==> config.mk <==
export PLATFORM = sky130hd
export DESIGN_NAME = demux_burst_scheduler
export DESIGN_NICKNAME = d
export VERILOG_FILES = /design/src/rtl/demux_burst_scheduler.sv
export SDC_FILE = /design/constraint.sdc
export NUM_CORES = 1
export LEC_CHECK = 0
export BUFFER_PORTS_ARGS = -buffer_cell sky130_fd_sc_hd__clkbuf_2
export CORE_MARGIN = 5
export CORE_UTILIZATION = 39
export DETAILED_ROUTE_END_ITERATION = 16
export GPL_TIMING_DRIVEN = 0
export PLACE_DENSITY = 0.81
export SLEW_MARGIN = 20
export SYNTH_ARGS = -nofsm -noshare
export SYNTH_HDL_FRONTEND = slang
export SYNTH_SLANG_ARGS = --single-unit
==> constraint.sdc <==
create_clock -name clk -period 2.2 [get_ports clk]
set_input_delay 0.55 -clock clk [delete_from_list [all_inputs] [get_ports clk]]
set_output_delay 0.55 -clock clk [all_outputs]
set_load 0.01 [all_outputs]
==> src/rtl/demux_burst_scheduler.sv <==
// Burst scheduler for a 1-to-4 demux: routes a valid/ready stream to channels y0..y3
// in round-robin bursts of BURST beats, skipping disabled channels.
module demux_burst_scheduler #(
  parameter int WIDTH = 8,
  parameter int BURST = 4
) (
  input  logic             clk,
  input  logic             rst_n,
  input  logic [3:0]       ch_en,
  input  logic             in_valid,
  input  logic [WIDTH-1:0] in_data,
  output logic             in_ready,
  output logic [WIDTH-1:0] y0,
  output logic [WIDTH-1:0] y1,
  output logic [WIDTH-1:0] y2,
  output logic [WIDTH-1:0] y3,
  output logic [3:0]       y_valid,
  input  logic [3:0]       y_ready,
  output logic             s1,
  output logic             s0,
  output logic             busy
);

  localparam int CNT_W = (BURST > 1) ? $clog2(BURST) : 1;
  localparam logic [CNT_W-1:0] LAST_BEAT = CNT_W'(BURST - 1);

  localparam logic [1:0] ST_IDLE   = 2'd0;
  localparam logic [1:0] ST_STREAM = 2'd1;
  localparam logic [1:0] ST_SWITCH = 2'd2;

  logic [1:0]       state;
  logic [1:0]       sel;
  logic [CNT_W-1:0] cnt;
  logic [WIDTH-1:0] data_q;
  logic             out_valid;

  logic [2:0]       nxt;
  logic             found;
  logic             drain;
  logic             accept;

  // Round-robin search starting after sel; the current channel is tried last.
  // Returns {found, channel}.
  function automatic logic [2:0] pick_next(input logic [1:0] cur, input logic [3:0] en);
    logic [1:0] c;
    pick_next = 3'b000;
    for (int i = 4; i >= 1; i--) begin
      c = cur + 2'(i);
      if (en[c]) pick_next = {1'b1, c};
    end
  endfunction

  assign nxt      = pick_next(sel, ch_en);
  assign found    = nxt[2];
  assign drain    = out_valid && y_ready[sel];
  assign in_ready = (state == ST_STREAM) && (!out_valid || y_ready[sel]);
  assign accept   = in_valid && in_ready;

  // Control: state, channel select and beat counter
  always_ff @(posedge clk or negedge rst_n) begin
    if (!rst_n) begin
      state <= ST_IDLE;
      sel   <= 2'b11;
      cnt   <= '0;
    end else begin
      case (state)
        ST_IDLE: begin
          if (found) begin
            sel   <= nxt[1:0];
            cnt   <= '0;
            state <= ST_STREAM;
          end
        end
        ST_STREAM: begin
          if (accept) begin
            if (cnt == LAST_BEAT) state <= ST_SWITCH;
            else                  cnt   <= cnt + 1'b1;
          end
        end
        ST_SWITCH: begin
          // Select lines may only move once the holding register is empty.
          if (!out_valid || drain) begin
            if (found) begin
              sel   <= nxt[1:0];
              cnt   <= '0;
              state <= ST_STREAM;
            end else begin
              state <= ST_IDLE;
            end
          end
        end
        default: state <= ST_IDLE;
      endcase
    end
  end

  // Output holding register: accept overrides drain so back-to-back beats flow without a bubble
  always_ff @(posedge clk or negedge rst_n) begin
    if (!rst_n) begin
      data_q    <= '0;
      out_valid <= 1'b0;
    end else if (accept) begin
      data_q    <= in_data;
      out_valid <= 1'b1;
    end else if (drain) begin
      out_valid <= 1'b0;
    end
  end

  assign y_valid = out_valid ? (4'b0001 << sel) : 4'b0000;
  assign y0      = y_valid[0] ? data_q : '0;
  assign y1      = y_valid[1] ? data_q : '0;
  assign y2      = y_valid[2] ? data_q : '0;
  assign y3      = y_valid[3] ? data_q : '0;
  assign s1      = sel[1];
  assign s0      = sel[0];
  assign busy    = (state != ST_IDLE);

endmodule

* After elaboration in Yosys (flattened, before gate mapping)
Index checks and enable logic that the tools add are counted.
Cells by class: $add $sub $neg 4, $lt $le $gt $ge 4, equal/unequal tests 8, shifts and indexed selects 1, muxes and demuxes 35, reduce and logical (&&, ||, !) cells 14
Operator list (number):
- $mux 8 | 4
- $mux 2 | 10
- $lt 2x3->1 const B | 4
- $mux 3 | 4
- $pmux 2 s3 | 2
- $bmux 1 s2 | 5
- $mux 1 | 8
- $ne 2x2->1 const B | 4
- $reduce_and 4->1 | 2
- $reduce_bool 2->1 | 3
- $add 2x1->2 const B | 2
- $add 2x2->2 const B | 2
- $eq 2x2->1 const B | 2
- $mux 4 | 1
- $pmux 2 s2 | 1
- $shl 1x2->4 const A | 1
- $logic_and 1x1->1 | 3
- $reduce_bool 3->1 | 1
- $eq 2x1->1 const B | 1
- $logic_not 2->1 | 1
- $logic_or 1x1->1 | 2
- $ne 2x1->1 const B | 1
- $reduce_and 2->1 | 1
- $logic_not 1->1 | 1
Storage, ports and cells: register bits after elaboration 15, bits of input ports 19, output and inout bits 40, word-level logic and storage cells 71

* Depth between registers and ports, before layout
Gate-level depths: netlist (run 1).
depth after elaboration 9, gate-level depth with buffers 7, gate-level depth less buffers 6

* Least setup slack after synthesis (run 1)
No wires, ideal clock.
path kind register -> register, start register sel[0], end register data_q[0], setup time 0.125 ns, data arrival time 1.853 ns, required time 2.075 ns, slack 0.222 ns, stages on the path, launching flop included 6, buffers on the path 1, period minus slack after synthesis 1.978 ns, cell sequence dfstp_2 > buf_6 > mux4_2 > nand2b_4 > nand3_4 > mux2_4
On the way: longest elaborated chain between the ends 5
Ends and longest elaborated chain:
- start: declaration | line 32 | logic [1:0] sel;
- start signal: assignment | line 69 | sel <= nxt[1:0];
- start signal: assignment | line 84 | sel <= nxt[1:0];
- $bmux 1 s2 | line 56 | assign in_ready = (state == ST_STREAM) && (!out_valid || y_ready[sel]);
- $mux 1 (not written as such) | line 56
- $logic_or 1x1->1 | line 56
- $logic_and 1x1->1 | line 56
- $logic_and 1x1->1 | line 57 | assign accept = in_valid && in_ready;
- end signal: assignment | line 103 | data_q <= in_data;
- end: declaration | line 34 | logic [WIDTH-1:0] data_q;
No other way between the ends. The select of a mux whose other input is x is not followed. A chain may end at the register's enable or synchronous reset.

* Final worst setup path (run 1)
start register sel[0], end output port in_ready
On the way: longest elaborated chain between the ends 4
Ends and longest elaborated chain:
- $bmux 1 s2 | line 56
- $mux 1 (not written as such) | line 56
- $logic_or 1x1->1 | line 56
- $logic_and 1x1->1 | line 56
- end: declaration | line 12 | output logic in_ready,
No other way between the ends. The select of a mux whose other input is x is not followed.

==> results.md, run 1 <==
* Overflow left after global routing at 0
* Status: complete, but fails checks
* Core region area at slightly below 3000 sq um
* Hold Buf Count CTS at 0
* Synthesized cell area at 1180 sq um
* Final hold violations at 0
* Slowest cell on the critical path: dfstp_2
* Final period utilization at 105%
* Cell family with most CP delay: flip-flops
* YS warnings at 0
* Max-Cap Viols at 0
* Max IR drop VDD at 437 uV
* Vias at 1218
* Starting DRT DRC Count at 50
* Violated checks: negative setup slack
* WP buf/inv at 2
* DP Wirelength at 2.43 mm
* Antenna violations before repair at 0
* Arrival time worst endpoint at 1.76 ns
* Cell-by-cell listing of the critical path: buf_6, mux4_2, nor2_2, nor3_1, clkbuf_2
* CP max stage delay at 0.55 ns
* Largest net degree at the start of global routing at 16
* Setup violators final at 8
* RSZ-0062 raised after global routing: yes
* Vias in the first global route at approximately 1100
* Clock Latency Late Sink at 0.27 ns
* Relative slew slack at 73.9%
* Tot Pwr at 2510 uW
* Total CTS buffers at 3
* First-pass GRT wire length at 5.02 mm
* Mean area per synthesized cell at 9.46 sq um
* GRT met2 Usage at 26.7%
* Root buf cell: clkbuf_4
* Crit end category: primary output
* Die Y at 65.1 um
* Setup Skew at 0.00111 ns
* Leakage at 0.000983 uW
* Synthesis-to-layout area growth at 43.9%
* CTS tree: done
* Seq cells post-synth at 15
* Commonest non-fill, non-tap cell in the layout: clkbuf_2
* Antenna cells at 0
* Final Max Tran Viols at 0
* Die area at ~4200 sq um
* Maximum root-to-sink buffer count at 2
* Final Critical Period at 2.31 ns
* Final WS setup at -0.105 ns
* Crit Path Category: register to primary output
* Routed len/inst at 13.6 um
* H-Tree Depth at 1
* Die width at 65.1 um
* Worst-path maximum fanout at 2
* Vias per inst at ~5.2
* Commonest non-fill, non-tap cells in the layout: 57 x clkbuf_2, 32 x and3_1, 14 x buf_4, 13 x dfrtp_1, 9 x mux2_4
* Worst-margin pin slew at roughly 0.39 ns
* Register area share after synthesis at 32.0%
* Routed WL at around 3.2 mm
* Distinct cell type count after synthesis at 36
* Nets at 225
* FP Rows at 20
* Pwr Density at 1480 nW/um^2
* DRT antenna net count at 0
* # DRC at 0
* Gate count after technology mapping at 125
* FMAX at 434 MHz
* Layout cell share with drive strength beyond 1 at between 50% and 60%
* Layer with the highest usage: met2
* GP Congestion at between 0.7 and 0.8
* IO Pins at between 50 and 60
* Initial core utilization at 39.7%
* GR Util All Layers at between 10% and 20%
* Met1 usage at 17.9%
* Clk slew on worst S/H paths at about 0.090 ns
* Port bufs at 56
* Setup TNS Final at -0.280 ns
* # fillers at 267
* Met3 global-route usage at roughly 2.1%
* CP Launch Type: register
* Min-delay worst type: input port to asynchronous set/reset pin
* Clock Sinks at 15
* Initial DRT Pass Iterations at 4
* Critical Path RT at about 1.7 ns
* Post-Syn Nets at 149
[final cells by class]
type / instances / area [sq um] / area share, %
inverters: 6 / 26.3 / 1.54
plain buffers: 8 / 47.5 / 2.79
well taps: 33 / 41.3 / 2.43
multi-input cells: 96 / 785 / 46.1
clock inverters: 1 / 5.00 / 0.294
flip-flops and latches: 15 / 378 / 22.2
clock buffers: 3 / 22.5 / 1.32
repair buffers: 71 / 397 / 23.3
[per-layer routing]
metal	part of all wire [%]	routed length, um
met1	44	1410
met2	46	1470
met3	9.1	290
met4	0.38	12
met5	0	0
[worst paths after layout]
check,start,endpoint,slack (ns),depth (start not counted)
hold / removal,rst_n,data_q[3],0.17,1
max in group asynchronous,rst_n,sel[1],1.72,1
setup / recovery,sel[0],in_ready,-0.11,5
min in group clk,in_data[6],data_q[6],0.50,2
hold reg to reg,cnt[1],cnt[1],0.51,1
setup reg to reg,sel[0],data_q[3],0.10,6
[registers in the layout (all words and copies together), names as in the netlist]
name / flops
out_valid: 1
cnt: 2
sel: 2
state: 2
data_q: 8
[repair_timing]
| item | 4_1_cts | 5_1_grt |
|---|---|---|
| pin swaps | 2 | 3 |
| gates resized for setup | 6 | 15 |
| setup endpoints to repair | 19 | 33 |
| buffers inserted | 10 | 7 |
[cell families (layout without fill, tap and decap cells)]
| logic type | count (synthesis) | in the layout | synth area share (%) |
|---|---|---|---|
| AO/OA/AOI/OAI | 15 | 15 | 9.63 |
| flip-flops | 15 | 15 | 32.0 |
| adder cells (fa/ha/maj) | 5 | 5 | 5.29 |
| AND/OR/NAND/NOR | 62 | 62 | 31.2 |
| buffers and inverters | 14 | 89 | 5.18 |
| multiplexers | 14 | 14 | 16.7 |
[cell usage after synthesis (all sizes together)]
library cell,number,area [sq um]
and3,32,200
dfrtp,13,325
mux2,12,165
nor2,9,33.8
clkbuf,6,22.5
inv,6,22.5
ha,5,62.6
and2,4,25.0
nand2,4,15.0
nor3,4,20.0
a21oi,3,15.0
a31oi,2,12.5
buf,2,16.3
dfstp,2,52.6
nand2b,2,20.0
nand3,2,22.5
nor2b,2,12.5
o221ai,2,17.5
a221o,1,10.0
a221oi,1,8.76
a22o,1,8.76
mux2i,1,10.0
mux4,1,22.5
nand3b,1,7.51
nor4,1,6.26
o211ai,1,12.5
o21ai,1,5.00
o22ai,1,6.26
o31a,1,8.76
o32ai,1,8.76
or2,1,6.26
[report_power, final]
group / internal, uW / leakage, uW / switching (uW)
logic: 949 / 0.000791 / 846
clock network: 67.3 / 0.0000177 / 87.4
registers: 426 / 0.000174 / 139
total: 1440 / 0.000983 / 1070
[per-stage QoR]
stage	setup WS, ns	instances	area, sq um	hold slack, ns	util (%)
2_1_floorplan	0.222	125	1180	0.254	-
3_3_place_gp	0.0835	214	1500	0.478	50.5
3_5_place_dp	0.0718	214	1500	0.483	50.5
4_1_cts	-0.131	228	1620	0.174	54.5
5_1_grt	-0.183	233	1700	0.202	57.1
6_report	-0.105	233	1700	0.171	57.1
No activity file was read; power rests on OpenSTA's default activity.
==> inputs of run 2 (changes only) <==
Settings changed: BUFFER_PORTS_ARGS -buffer_cell sky130_fd_sc_hd__clkbuf_2 to unset, DONT_BUFFER_PORTS set to 1, PLACE_DENSITY 0.81 to 0.64.
Clock period 2.2 ns to 2.47 ns, I/O delays scaled along.
==> results.md, run 2 (synthesis gave the netlist of run 1 again) <==
* Pint at ~950 uW
* Switching share of power at between 40% and 50%
* FMAX at 416 MHz
* Nets at 157
* Initial DRT Pass Iterations at 4
* R2R cell count at 5
* CP max stage delay at approximately 0.61 ns
* GP Congestion at 0.800
* Synthesis-to-layout area growth at 8.68%
* Final hold violations at 0
* Leakage at about 0.00067 uW
* Final Util at 43.2%
* # DRC at 0
* Min-delay worst type: input port to asynchronous set/reset pin
* Total CTS buffers at 3
* Die width at 65.1 um
* Port bufs at 0
* Arrival time worst endpoint at 1.79 ns
* Cell-by-cell listing of the critical path: buf_6, mux4_2, nor2_4, nor3_1
* CTS tree: done
* Commonest non-fill, non-tap cells in the layout: 32 x and3_1, 13 x dfrtp_1, 8 x nor2_1, 8 x mux2_4, 7 x clkbuf_1
* Routed WL at between 3 and 4 mm
* Core region area at 2980 sq um
* Die area at 4230 sq um
* Logic pwr share at 63.7%
* RSZ-0062 raised after global routing: yes
* Initial core utilization at between 30% and 40%
* Setup violators final at 0
* Maximum root-to-sink buffer count at 2
* Pwr Density at 1410 nW/um^2
* Crit Path Category: register to primary output
* Vias per inst at just over 6
* Commonest non-fill, non-tap cell in the layout: and3_1
* Max reg flops at 8
* Final period utilization at 97.4%
* Setup Skew at 0.00351 ns
* Final Critical Period at 2.41 ns
* Seq pwr share at about 29%
* GR Util All Layers at 14.7%
* Overflow left after global routing at 0
* Final Max Tran Viols at 0
* Relative slew slack at 56.7%
* Largest reg by FF count: data_q
* CP Launch Type: register
* Vias in the first global route at 986
* Clk slew on worst S/H paths at 0.09 ns
* Vias at 1010
* IO Pins at 59
* Starting DRT DRC Count at 38
* Clock group share of total power at 7.8%
* Tot Pwr at approximately 1800 uW
* Setup WS pre-CTS at 0.309 ns
* DRT antenna net count at 0
* Final WS setup at ~0.065 ns
* Clock Latency Late Sink at 0.28 ns
* Die Y at 65.1 um
* Sw Pwr at 862 uW
* Layout cell share with drive strength beyond 1 at 19.7%
* Antenna cells at 0
* Antenna violations before repair at 0
* Routed len/inst at 19.6 um
* FP Rows at 20
* First-pass GRT wire length at 4.89 mm
* Status: complete, no violations
* Critical Path RT at 1.85 ns
* Max IR drop VDD at 577 uV
* Largest net degree at the start of global routing at 16
* # fillers at 302
* Max-Cap Viols at 0
* Clock Sinks at 15
* Worst-path maximum fanout at 8
* Slowest cell on the critical path: dfstp_2
* Worst hold slack at 0.167 ns
* Root buf cell: clkbuf_4
* DP Wirelength at 2.43 mm
* H-Tree Depth at 1
* Worst-margin pin slew at roughly 0.65 ns
* Crit end category: primary output
run 2: cell count changes in the layout (fill, tap and decap cells not counted), moves of 2 or more:
cell / previous run / this run
ha_1: 1 / 5
buf_6: 3 / 1
ha_2: 2 / 0
ha_4: 2 / 0
clkbuf_1: 4 / 7
inv_1: 4 / 6
clkbuf_2: 57 / 0
buf_4: 14 / 2
run 2: power groups by stage:
| stage | Sequential (uW) | Combinational, uW | Clock (uW) |
|---|---|---|---|
| 2_1_floorplan | 482 | 918 | 0 |
| 3_3_place_gp | 514 | 1070 | 0 |
| 3_5_place_dp | 525 | 1100 | 0 |
| 4_1_cts | 520 | 1110 | 152 |
| 5_1_grt | 546 | 1260 | 166 |
| 6_report | 518 | 1160 | 141 |
run 2: final cells by class:
| cell class | count | area, sq um | share of cell area, % |
|---|---|---|---|
| plain buffers | 8 | 41.3 | 3.21 |
| clock buffers | 4 | 26.3 | 2.04 |
| inverters | 6 | 22.5 | 1.75 |
| multi-input cells | 96 | 751 | 58.4 |
| flip-flops and latches | 15 | 378 | 29.4 |
| well taps | 33 | 41.3 | 3.21 |
| repair buffers | 3 | 25.0 | 1.95 |
run 2: per-stage QoR:
stage	instance area [sq um]	TNS [ns]	cells
after floorplan	1180	0	125
after global placement	1220	0	158
after detailed placement	1220	0	158
after CTS	1250	0	162
after global routing	1280	-0.0216	165
final	1280	0	165
run 2: timing repair:
action                     4_1_cts  5_1_grt
hold buffers                     0        1
gates resized for setup          1        2
hold endpoints to repair         0       13
setup endpoints to repair        1        8
buffers inserted                 0        2
run 2: worst paths after layout:
| path | startpoint | endpoint | slack, ns |
|---|---|---|---|
| max in group asynchronous | rst_n | cnt[0] | 1.26 |
| hold reg to reg | cnt[1] | cnt[1] | 0.52 |
| min in group clk | in_data[7] | data_q[7] | 0.48 |
| hold / removal | rst_n | sel[1] | 0.17 |
| setup / recovery | sel[0] | in_ready | 0.06 |
| setup reg to reg | sel[0] | data_q[6] | 0.33 |
run 2: critical path: cells and delay by family, from the launching register on:
kind | cells | cell delay (ns)
DFF | 1 | 0.61
muxes | 1 | 0.55
and+or+nand+nor | 2 | 0.21
buffers and inverters | 1 | 0.15
run 2: metal layers:
metal,up-vias,GRT usage (%),share of wire (%)
met4,0,1.30,0
met2,42,26.2,51
met3,0,5.72,9.5
met1,496,17.2,40
li1,472,-,-
met5,-,0,0
==> inputs of run 3 (changes only) <==
Settings changed: BUFFER_PORTS_ARGS set to -buffer_cell sky130_fd_sc_hd__clkbuf_2, DONT_BUFFER_PORTS 1 to unset, PLACE_DENSITY 0.64 to 0.81.
Clock period 2.47 ns to 3 ns, I/O delays scaled along.
==> results.md, run 3 (synthesis gave the netlist of run 1 again) <==
* CP Launch Type: register
* GP Congestion at 0.772
* Largest net degree at the start of global routing at 16
* Routed WL at 2.94 mm
* Setup violators final at 0
* FP Rows at 20
* Crit end category: primary output
* Final hold violations at 0
* Layout cell share with drive strength beyond 1 at 43.2%
* Overflow left after global routing at 0
* Nets at 210
* Max-Cap Viols at 0
* Arrival time worst endpoint at 1.87 ns
* Worst-path maximum fanout at 9
* Maximum root-to-sink buffer count at 2
* Routed len/inst at 13.5 um
* Initial core utilization at 39.7%
* H-Tree Depth at 1
* FMAX at 382 MHz
* Leakage at approximately 0.00090 uW
* Starting DRT DRC Count at 37
* Synthesis-to-layout area growth at 29.5%
* Cell-by-cell listing of the critical path: buf_6, mux4_2, nor2_1, nor3_1, clkbuf_2
* Critical Path RT at roughly 2.3 ns
* Setup WS pre-CTS at 0.574 ns
* Clock Latency Late Sink at between 0.2 and 0.3 ns
* Post-CTS setup buffer count at 0
* Final period utilization at roughly 87%
* Crit Path Category: register to primary output
* Final Critical Period at between 2 and 3 ns
* GR Util All Layers at about 14%
* Relative slew slack at 73.4%
* # DRC at 0
* Setup Skew at 0.00261 ns
* Vias in the first global route at 1086
* Status: complete, no violations
* Clock Sinks at 15
* Met1 usage at 16.7%
* DRT antenna net count at 0
* Vias at 1166
* Hold Buf Count CTS at 0
* RSZ-0062 raised after global routing: no
* DP Wirelength at about 2.4 mm
* Clk slew on worst S/H paths at 0.09 ns
* Port bufs at 56
* Antenna violations before repair at 0
* Total CTS buffers at 3
* CP max stage delay at roughly 0.57 ns
* CTS tree: done
* IO Pins at between 50 and 60
* Cell family with most CP delay: flip-flops
* Max reg flops at 8
* Max IR drop VDD at 266 uV
* Antenna cells at 0
* Initial DRT Pass Iterations at 4
* Die area at 4230 sq um
* Final WS setup at 0.383 ns
* Met3 global-route usage at under 10%
* Root buf cell: clkbuf_4
* GRT met2 Usage at 24.9%
* WP buf/inv at 2
* Min-delay worst type: input port to asynchronous set/reset pin
* Vias per inst at 5.35
* Worst-margin pin slew at between 0.3 and 0.4 ns
* Slowest cell on the critical path: dfstp_2
* Tot Pwr at 1590 uW
* Die Y at 65.1 um
* Commonest non-fill, non-tap cells in the layout: 56 x clkbuf_2, 32 x and3_1, 13 x dfrtp_1, 9 x nor2_1, 8 x mux2_4
* CTS resizes at 0
* Final Max Tran Viols at 0
* Commonest non-fill, non-tap cell in the layout: clkbuf_2
* Largest reg by FF count: data_q
* Core region area at approximately 3000 sq um
* Layer with the highest usage: met2
* Die width at 65.1 um
* First-pass GRT wire length at around 4.8 mm
* Pwr Density at roughly 1000 nW/um^2
* Setup TNS Final at 0 ns
==> run 3: metrics by stage <==
stage	instance area (sq um)	instances	utilization [%]	hold WS, ns
2_1_floorplan	1180	125	-	0.454
5_1_grt	1530	218	51.4	0.398
6_report	1530	218	51.4	0.369
3_3_place_gp	1500	214	50.5	0.490
4_1_cts	1530	218	51.4	0.374
3_5_place_dp	1500	214	50.5	0.493
==> run 3: routing by layer <==
| metal | vias to the layer above | share of wire [%] | wire [um] |
|---|---|---|---|
| met5 | - | 0 | 0 |
| met4 | 0 | 0.82 | 24 |
| met3 | 4 | 9.5 | 280 |
| met2 | 55 | 45 | 1310 |
| met1 | 532 | 45 | 1320 |
| li1 | 575 | - | - |
==> run 3: worst paths after layout <==
kind | slack, ns | endpoint | startpoint | depth (start not counted)
max in group asynchronous | 2.32 | sel[0] | rst_n | 1
min in group clk | 0.52 | cnt[1] | cnt[1] | 1
min | 0.37 | data_q[3] | rst_n | 1
max | 0.38 | in_ready | sel[0] | 5
min reg2reg | 0.52 | cnt[1] | cnt[1] | 1
max reg2reg | 0.95 | data_q[7] | sel[0] | 5
==> run 3: worst register-to-register path: cells and delay by family (launching register included) <==
kind	cells	cell delay (ns)
mux	2	0.86
flops	1	0.57
simple gates	2	0.38
buf+inv	1	0.14
==> run 3: cell type report <==
type / count / area, sq um
Tap cell: 33 / 41.3
Multi-Input combinational cell: 96 / 743
Clock inverter: 1 / 5.00
Inverter: 6 / 22.5
Fill cell: 275 / 1450
Sequential cell: 15 / 378
Timing Repair Buffer: 56 / 280
Clock buffer: 3 / 22.5
Buffer: 8 / 38.8
==> run 3: report_power, final <==
group          total, uW  internal (uW)  switching [uW]
sequential           418            313             105
combinational       1060            512             548
clock                113           49.3            63.2
total               1590            874             716
